`src/rtl/mc_pkg.sv`:
```
// mc_pkg: shared state, opcode and datapath control encodings for the MC_CPU
package mc_pkg;
  typedef logic [3:0] state_t;
  localparam state_t S_FETCH     = 4'd0;
  localparam state_t S_DECODE    = 4'd1;
  localparam state_t S_MEM_ADDR  = 4'd2;
  localparam state_t S_MEM_READ  = 4'd3;
  localparam state_t S_MEM_WB    = 4'd4;
  localparam state_t S_MEM_WRITE = 4'd5;
  localparam state_t S_EXECUTE   = 4'd6;
  localparam state_t S_ALU_WB    = 4'd7;
  localparam state_t S_ADDI_EX   = 4'd8;
  localparam state_t S_ADDI_WB   = 4'd9;
  localparam state_t S_BRANCH    = 4'd10;
  localparam state_t S_JUMP      = 4'd11;
  localparam state_t S_HALT      = 4'd12;
  localparam logic [5:0] OP_R    = 6'b000000;
  localparam logic [5:0] OP_LW   = 6'b100011;
  localparam logic [5:0] OP_SW   = 6'b101011;
  localparam logic [5:0] OP_BEQ  = 6'b000100;
  localparam logic [5:0] OP_J    = 6'b000010;
  localparam logic [5:0] OP_ADDI = 6'b001000;
  localparam logic [5:0] OP_HALT = 6'b111111;
  localparam logic [1:0] ALU_ADD   = 2'b00;
  localparam logic [1:0] ALU_SUB   = 2'b01;
  localparam logic [1:0] ALU_FUNCT = 2'b10;
  localparam logic [1:0] SRCB_RT      = 2'b00;
  localparam logic [1:0] SRCB_FOUR    = 2'b01;
  localparam logic [1:0] SRCB_IMM     = 2'b10;
  localparam logic [1:0] SRCB_IMM_SH2 = 2'b11;
  localparam logic [1:0] PCSRC_ALU    = 2'b00;
  localparam logic [1:0] PCSRC_ALUOUT = 2'b01;
  localparam logic [1:0] PCSRC_JUMP   = 2'b10;
  // first state after DECODE for a given opcode; unknown opcodes halt the core
  function automatic state_t dispatch(input logic [5:0] op);
    return op == OP_HALT ? S_HALT :
           op == OP_R ? S_EXECUTE :
           (op == OP_LW || op == OP_SW) ? S_MEM_ADDR :
           op == OP_ADDI ? S_ADDI_EX :
           op == OP_BEQ ? S_BRANCH :
           op == OP_J ? S_JUMP : S_HALT;
  endfunction
endpackage

```
`src/rtl/mc_counter.sv`:
```
// mc_counter: wrap-around event counter with synchronous reset
module mc_counter #(
  parameter int W = 32
) (
  input  logic         clk,
  input  logic         rst,
  input  logic         en,
  output logic [W-1:0] count
);
  // count enabled cycles modulo 2^W
  always_ff @(posedge clk) count <= rst ? '0 : count + W'(en);
endmodule

```
`src/rtl/mc_control_fsm.sv`:
```
// mc_control_fsm: multi-cycle MC_CPU controller with memory handshake, halt and perf counters
module mc_control_fsm
  import mc_pkg::*;
#(
  parameter int          CNT_W       = 32,
  parameter int unsigned MEM_TIMEOUT = 0
) (
  input  logic             clk,
  input  logic             reset,
  input  logic [5:0]       opcode,
  input  logic [5:0]       funct,
  input  logic             mem_ready,
  output logic             pc_write,
  output logic             pc_write_cond,
  output logic             i_or_d,
  output logic             mem_read,
  output logic             mem_write,
  output logic             ir_write,
  output logic             mem_to_reg,
  output logic [1:0]       pc_source,
  output logic [1:0]       alu_op,
  output logic             alu_src_a,
  output logic [1:0]       alu_src_b,
  output logic             reg_write,
  output logic             reg_dst,
  output logic             halted,
  output logic [CNT_W-1:0] cycle_count,
  output logic [CNT_W-1:0] instr_count
);
  state_t state, next, dec_state;
  logic [31:0] wait_cnt;
  logic waiting, timeout, unused_funct;
  assign unused_funct = ^funct;
  assign waiting = (state == S_FETCH || state == S_MEM_READ || state == S_MEM_WRITE) && !mem_ready;
  assign timeout = MEM_TIMEOUT != 0 && waiting && wait_cnt == 32'(MEM_TIMEOUT - 1);
  assign dec_state = reset ? S_FETCH : state;
  // next-state sequencing; a memory timeout overrides everything
  always_comb begin
    next = S_FETCH;
    case (state)
      S_FETCH:     next = mem_ready ? S_DECODE : S_FETCH;
      S_DECODE:    next = dispatch(opcode);
      S_MEM_ADDR:  next = opcode == OP_LW ? S_MEM_READ : S_MEM_WRITE;
      S_MEM_READ:  next = mem_ready ? S_MEM_WB : S_MEM_READ;
      S_MEM_WRITE: next = mem_ready ? S_FETCH : S_MEM_WRITE;
      S_EXECUTE:   next = S_ALU_WB;
      S_ADDI_EX:   next = S_ADDI_WB;
      S_HALT:      next = S_HALT;
      default:     next = S_FETCH;
    endcase
    if (timeout) next = S_HALT;
  end
  // control decode; reset shows FETCH selects with every request/enable dropped
  always_comb begin
    pc_write = 1'b0;
    pc_write_cond = 1'b0;
    i_or_d = 1'b0;
    mem_read = 1'b0;
    mem_write = 1'b0;
    ir_write = 1'b0;
    mem_to_reg = 1'b0;
    pc_source = PCSRC_ALU;
    alu_op = ALU_ADD;
    alu_src_a = 1'b0;
    alu_src_b = SRCB_RT;
    reg_write = 1'b0;
    reg_dst = 1'b0;
    halted = 1'b0;
    case (dec_state)
      S_FETCH: begin
        mem_read = 1'b1;
        alu_src_b = SRCB_FOUR;
        pc_write = mem_ready;
        ir_write = mem_ready;
      end
      S_DECODE: alu_src_b = SRCB_IMM_SH2;
      S_MEM_ADDR, S_ADDI_EX: begin
        alu_src_a = 1'b1;
        alu_src_b = SRCB_IMM;
      end
      S_MEM_READ: begin
        mem_read = 1'b1;
        i_or_d = 1'b1;
      end
      S_MEM_WB: begin
        reg_write = 1'b1;
        mem_to_reg = 1'b1;
      end
      S_MEM_WRITE: begin
        mem_write = 1'b1;
        i_or_d = 1'b1;
      end
      S_EXECUTE: begin
        alu_src_a = 1'b1;
        alu_op = ALU_FUNCT;
      end
      S_ALU_WB: begin
        reg_write = 1'b1;
        reg_dst = 1'b1;
      end
      S_ADDI_WB: reg_write = 1'b1;
      S_BRANCH: begin
        alu_src_a = 1'b1;
        alu_op = ALU_SUB;
        pc_write_cond = 1'b1;
        pc_source = PCSRC_ALUOUT;
      end
      S_JUMP: begin
        pc_write = 1'b1;
        pc_source = PCSRC_JUMP;
      end
      S_HALT: halted = 1'b1;
      default: ;
    endcase
    if (reset) begin
      pc_write = 1'b0;
      pc_write_cond = 1'b0;
      mem_read = 1'b0;
      mem_write = 1'b0;
      ir_write = 1'b0;
      reg_write = 1'b0;
    end
  end
  // state register and consecutive memory-wait counter
  always_ff @(posedge clk) begin
    state <= reset ? S_FETCH : next;
    wait_cnt <= (reset || !waiting) ? '0 : wait_cnt + 32'd1;
  end
  mc_counter #(.W(CNT_W)) u_cycles (.clk(clk), .rst(reset), .en(state != S_HALT), .count(cycle_count));
  mc_counter #(.W(CNT_W)) u_instrs (.clk(clk), .rst(reset), .en(state == S_DECODE), .count(instr_count));
endmodule

```
`config.mk`:
```
export PLATFORM = sky130hd
export DESIGN_NAME = mc_control_fsm
export DESIGN_NICKNAME = d
export VERILOG_FILES = /design/src/rtl/mc_pkg.sv /design/src/rtl/mc_counter.sv /design/src/rtl/mc_control_fsm.sv
export SDC_FILE = /design/constraint.sdc
export NUM_CORES = 1
export LEC_CHECK = 0
export CAP_MARGIN = 20
export CORE_ASPECT_RATIO = 1.5
export CORE_MARGIN = 4
export CORE_UTILIZATION = 48
export DETAILED_ROUTE_END_ITERATION = 7
export PLACE_DENSITY = 0.76
export SLEW_MARGIN = 20
export SYNTH_ARGS = -nofsm -noshare
export SYNTH_HDL_FRONTEND = slang
export SYNTH_SLANG_ARGS = --single-unit
```
`constraint.sdc`:
```
create_clock -name clk -period 3.3 [get_ports clk]
set_input_delay 0.33 -clock clk [delete_from_list [all_inputs] [get_ports clk]]
set_output_delay 0.33 -clock clk [all_outputs]
set_load 0.01 [all_outputs]
```
==> metrics.txt <==
max frequency=343 MHz; Max stage delay cell, worst path=or4_1; final setup violation count=0; Die Ht=112 um; HPWL Detailed=6070 um; drt first pass iters=4; Setup crit end kind=flop; fin nets=523; first-pass GRT wire length=14800 um; Clock Latency Late Sink=0.34 ns; CTS buffer count=9; Post-Place Cells=571; gr usage total=0.203; H-tree levels=3; placement row count=37; pin count of the biggest net entering global routing=70; die width=77.6 um; io pins=96; vias in the first global route=3249; Final Util=0.670; cell taking the most area after synthesis=dfxtp_1; WP data required=3.57 ns; share of cells above drive strength 1=0.0688; HP Class=input port to flop; die area=0.00872 mm2; ys flop type=dfxtp_1; Detailed Route WL=8660 um; Max-Cap Viols=0; crit-path cells=nand2b_1, nor3_2, ha_1, ha_1, nand3_1, or4_1, or4_1, a21oi_1; Antenna diodes=0; Post-Syn Area=0.00349 mm2; non-filler instance count after layout=587; Core Footprint=0.00694 mm2; EDFF count, synth=0; Remaining DRCs=0; sequential-to-total area share from yosys stat=0.391; Startpoint Class=flop; Synth top area share=0.391; Mean Syn Cell Area=8.18 um2; starting density of the core=0.502; final setup TNS=0 ns; Power per Cell Area=409 mW/mm2; Slew Viols, Final=0; Tcrit/Tclk final=0.883; synth unique cells=45; Worst Skew=0.00910 ns; status=completed; Initial DRC Count=140; largest cells by area after synthesis=dfxtp_1 (39%), a21oi_1 (5.5%), or4_1 (4.5%); crit-path max cell delay=0.69 ns; TritonCTS clock tree=built; CP arrival=3.18 ns; Setup WS post-layout=0.387 ns; dpl ws=0.247 ns; Cells after Synth=426; via count=3422; WL/cell=14.8 um; Root Driver=clkbuf_8; commonest non-fill, non-tap cell in the layout=clkdlybuf4s50_1; antenna violations before repair=0; Design Area, Final=0.00465 mm2; crit-path max FO=16; Clock Sinks=68; worst-margin pin slew=0.703 ns; asr flop ratio synth=0; dpl cell area=0.00440 mm2; I/O Buffers=89; Routability Congestion=0.813; critical path class=flop to flop; synthesis-to-finish area growth=33.4%; Seq cells post-synth=68; Clock Pin Slew Worst Setup and Hold Paths=0.08 ns; via/cell ratio=5.83; Post-CTS Setup Repair Bufs=0; syn nets=445; Lkg Pwr=1.46 nW; RSZ-0062 raised after global routing=no; CTS max path bufs=2; synth warn=0; commonest non-fill, non-tap cells in the layout=clkdlybuf4s50_1 (88), dfxtp_1 (68), nor2_1 (40); Fin. Hold Viols=0; antenna viol nets, final=0; IR drop worst, VDD=0.258 mV; grt ovf=0; fin crit period=2.91 ns; Worst slew margin=0.531
==> path summary, 6_finish.rpt <==
| check | startpoint | end | slack [ns] | depth (start not counted) |
|---|---|---|---|---|
| worst max-delay path | state[1]$_SDFF_PP0_ | u_instrs.count[30]$_SDFF_PP0_ | 0.39 | 8 |
| worst min-delay path | reset | state[1]$_SDFF_PP0_ | 0.48 | 3 |
| worst max register to register | state[1]$_SDFF_PP0_ | u_instrs.count[30]$_SDFF_PP0_ | 0.39 | 8 |
| worst min register to register | u_cycles.count[31]$_SDFF_PP0_ | u_cycles.count[31]$_SDFF_PP0_ | 0.49 | 2 |
==> state kept, by name, summed over array words and instances (netlist names) <==
name            flops
u_instrs.count     32
state               4
u_cycles.count     32
==> cell usage after synthesis, types with 9 or more instances <==
cell      count
or4_1        21
o31ai_1      17
xnor2_1      16
nand4_1      13
clkbuf_1     18
dfxtp_1      68
and3_1        9
nor2b_1      13
nor2_1       40
o21ai_0      21
or3_1        17
nand3_1      22
a21oi_1      38
nor4_1        9
nand2_1      20
nor3_1       15
==> metrics by stage <==
step | hold WS, ns | power (mW)
4_1_cts | 0.462 | 1.91
3_5_place_dp | 0.471 | 1.07
5_1_grt | 0.500 | 1.97
3_3_place_gp | 0.463 | 1.07
2_1_floorplan | 0.496 | 0.985
6_report | 0.482 | 1.90
==> timing repair <==
action | in CTS | in global routing
gates resized for setup | 0 | 1
setup endpoints to repair | 0 | 2
hold buffers | 0 | 0
==> metal layers <==
metal	share of wire	wire [um]	GRT usage	vias up
met2	0.52	4490	0.359	74
met4	0.015	130	0.0819	0
met5	0	0	0	-
met3	0.041	355	0.0433	10
met1	0.43	3690	0.234	1597
li1	-	-	-	1741
==> report_power, final <==
group	internal [mW]	switching [mW]	leakage (nW)	total, mW
logic	0.0971	0.113	0.793	0.210
registers	0.834	0.0104	0.549	0.844
clock network	0.507	0.340	0.116	0.847
==> worst max-delay path, delay by kind of cell, from the launching register on <==
family,cells,cell delay [ns]
AO/OA/AOI/OAI,1,0.15
adder cells (fa/ha/maj),2,0.49
flip-flops,1,0.31
AND/OR/NAND/NOR,5,1.88
==> cell type report <==
cell class              instances  area, um2
clock buffers                   9        124
clock inverters                 7        123
fillers                       592       2290
inverters                       7       26.3
multi-input cells             324       1990
flip-flops and latches         68       1360
well taps                      78       97.6
repair buffers                 94        923
==> kinds of logic after synthesis <==
family / share of synthesized area
flip-flops: 0.391
AND/OR/NAND/NOR: 0.324
XOR/XNOR: 0.0603
adder cells (fa/ha/maj): 0.0144
AO/OA/AOI/OAI: 0.159
buffers and inverters: 0.0388
multiplexers: 0.0129
Power figures use the tool's default switching activity.
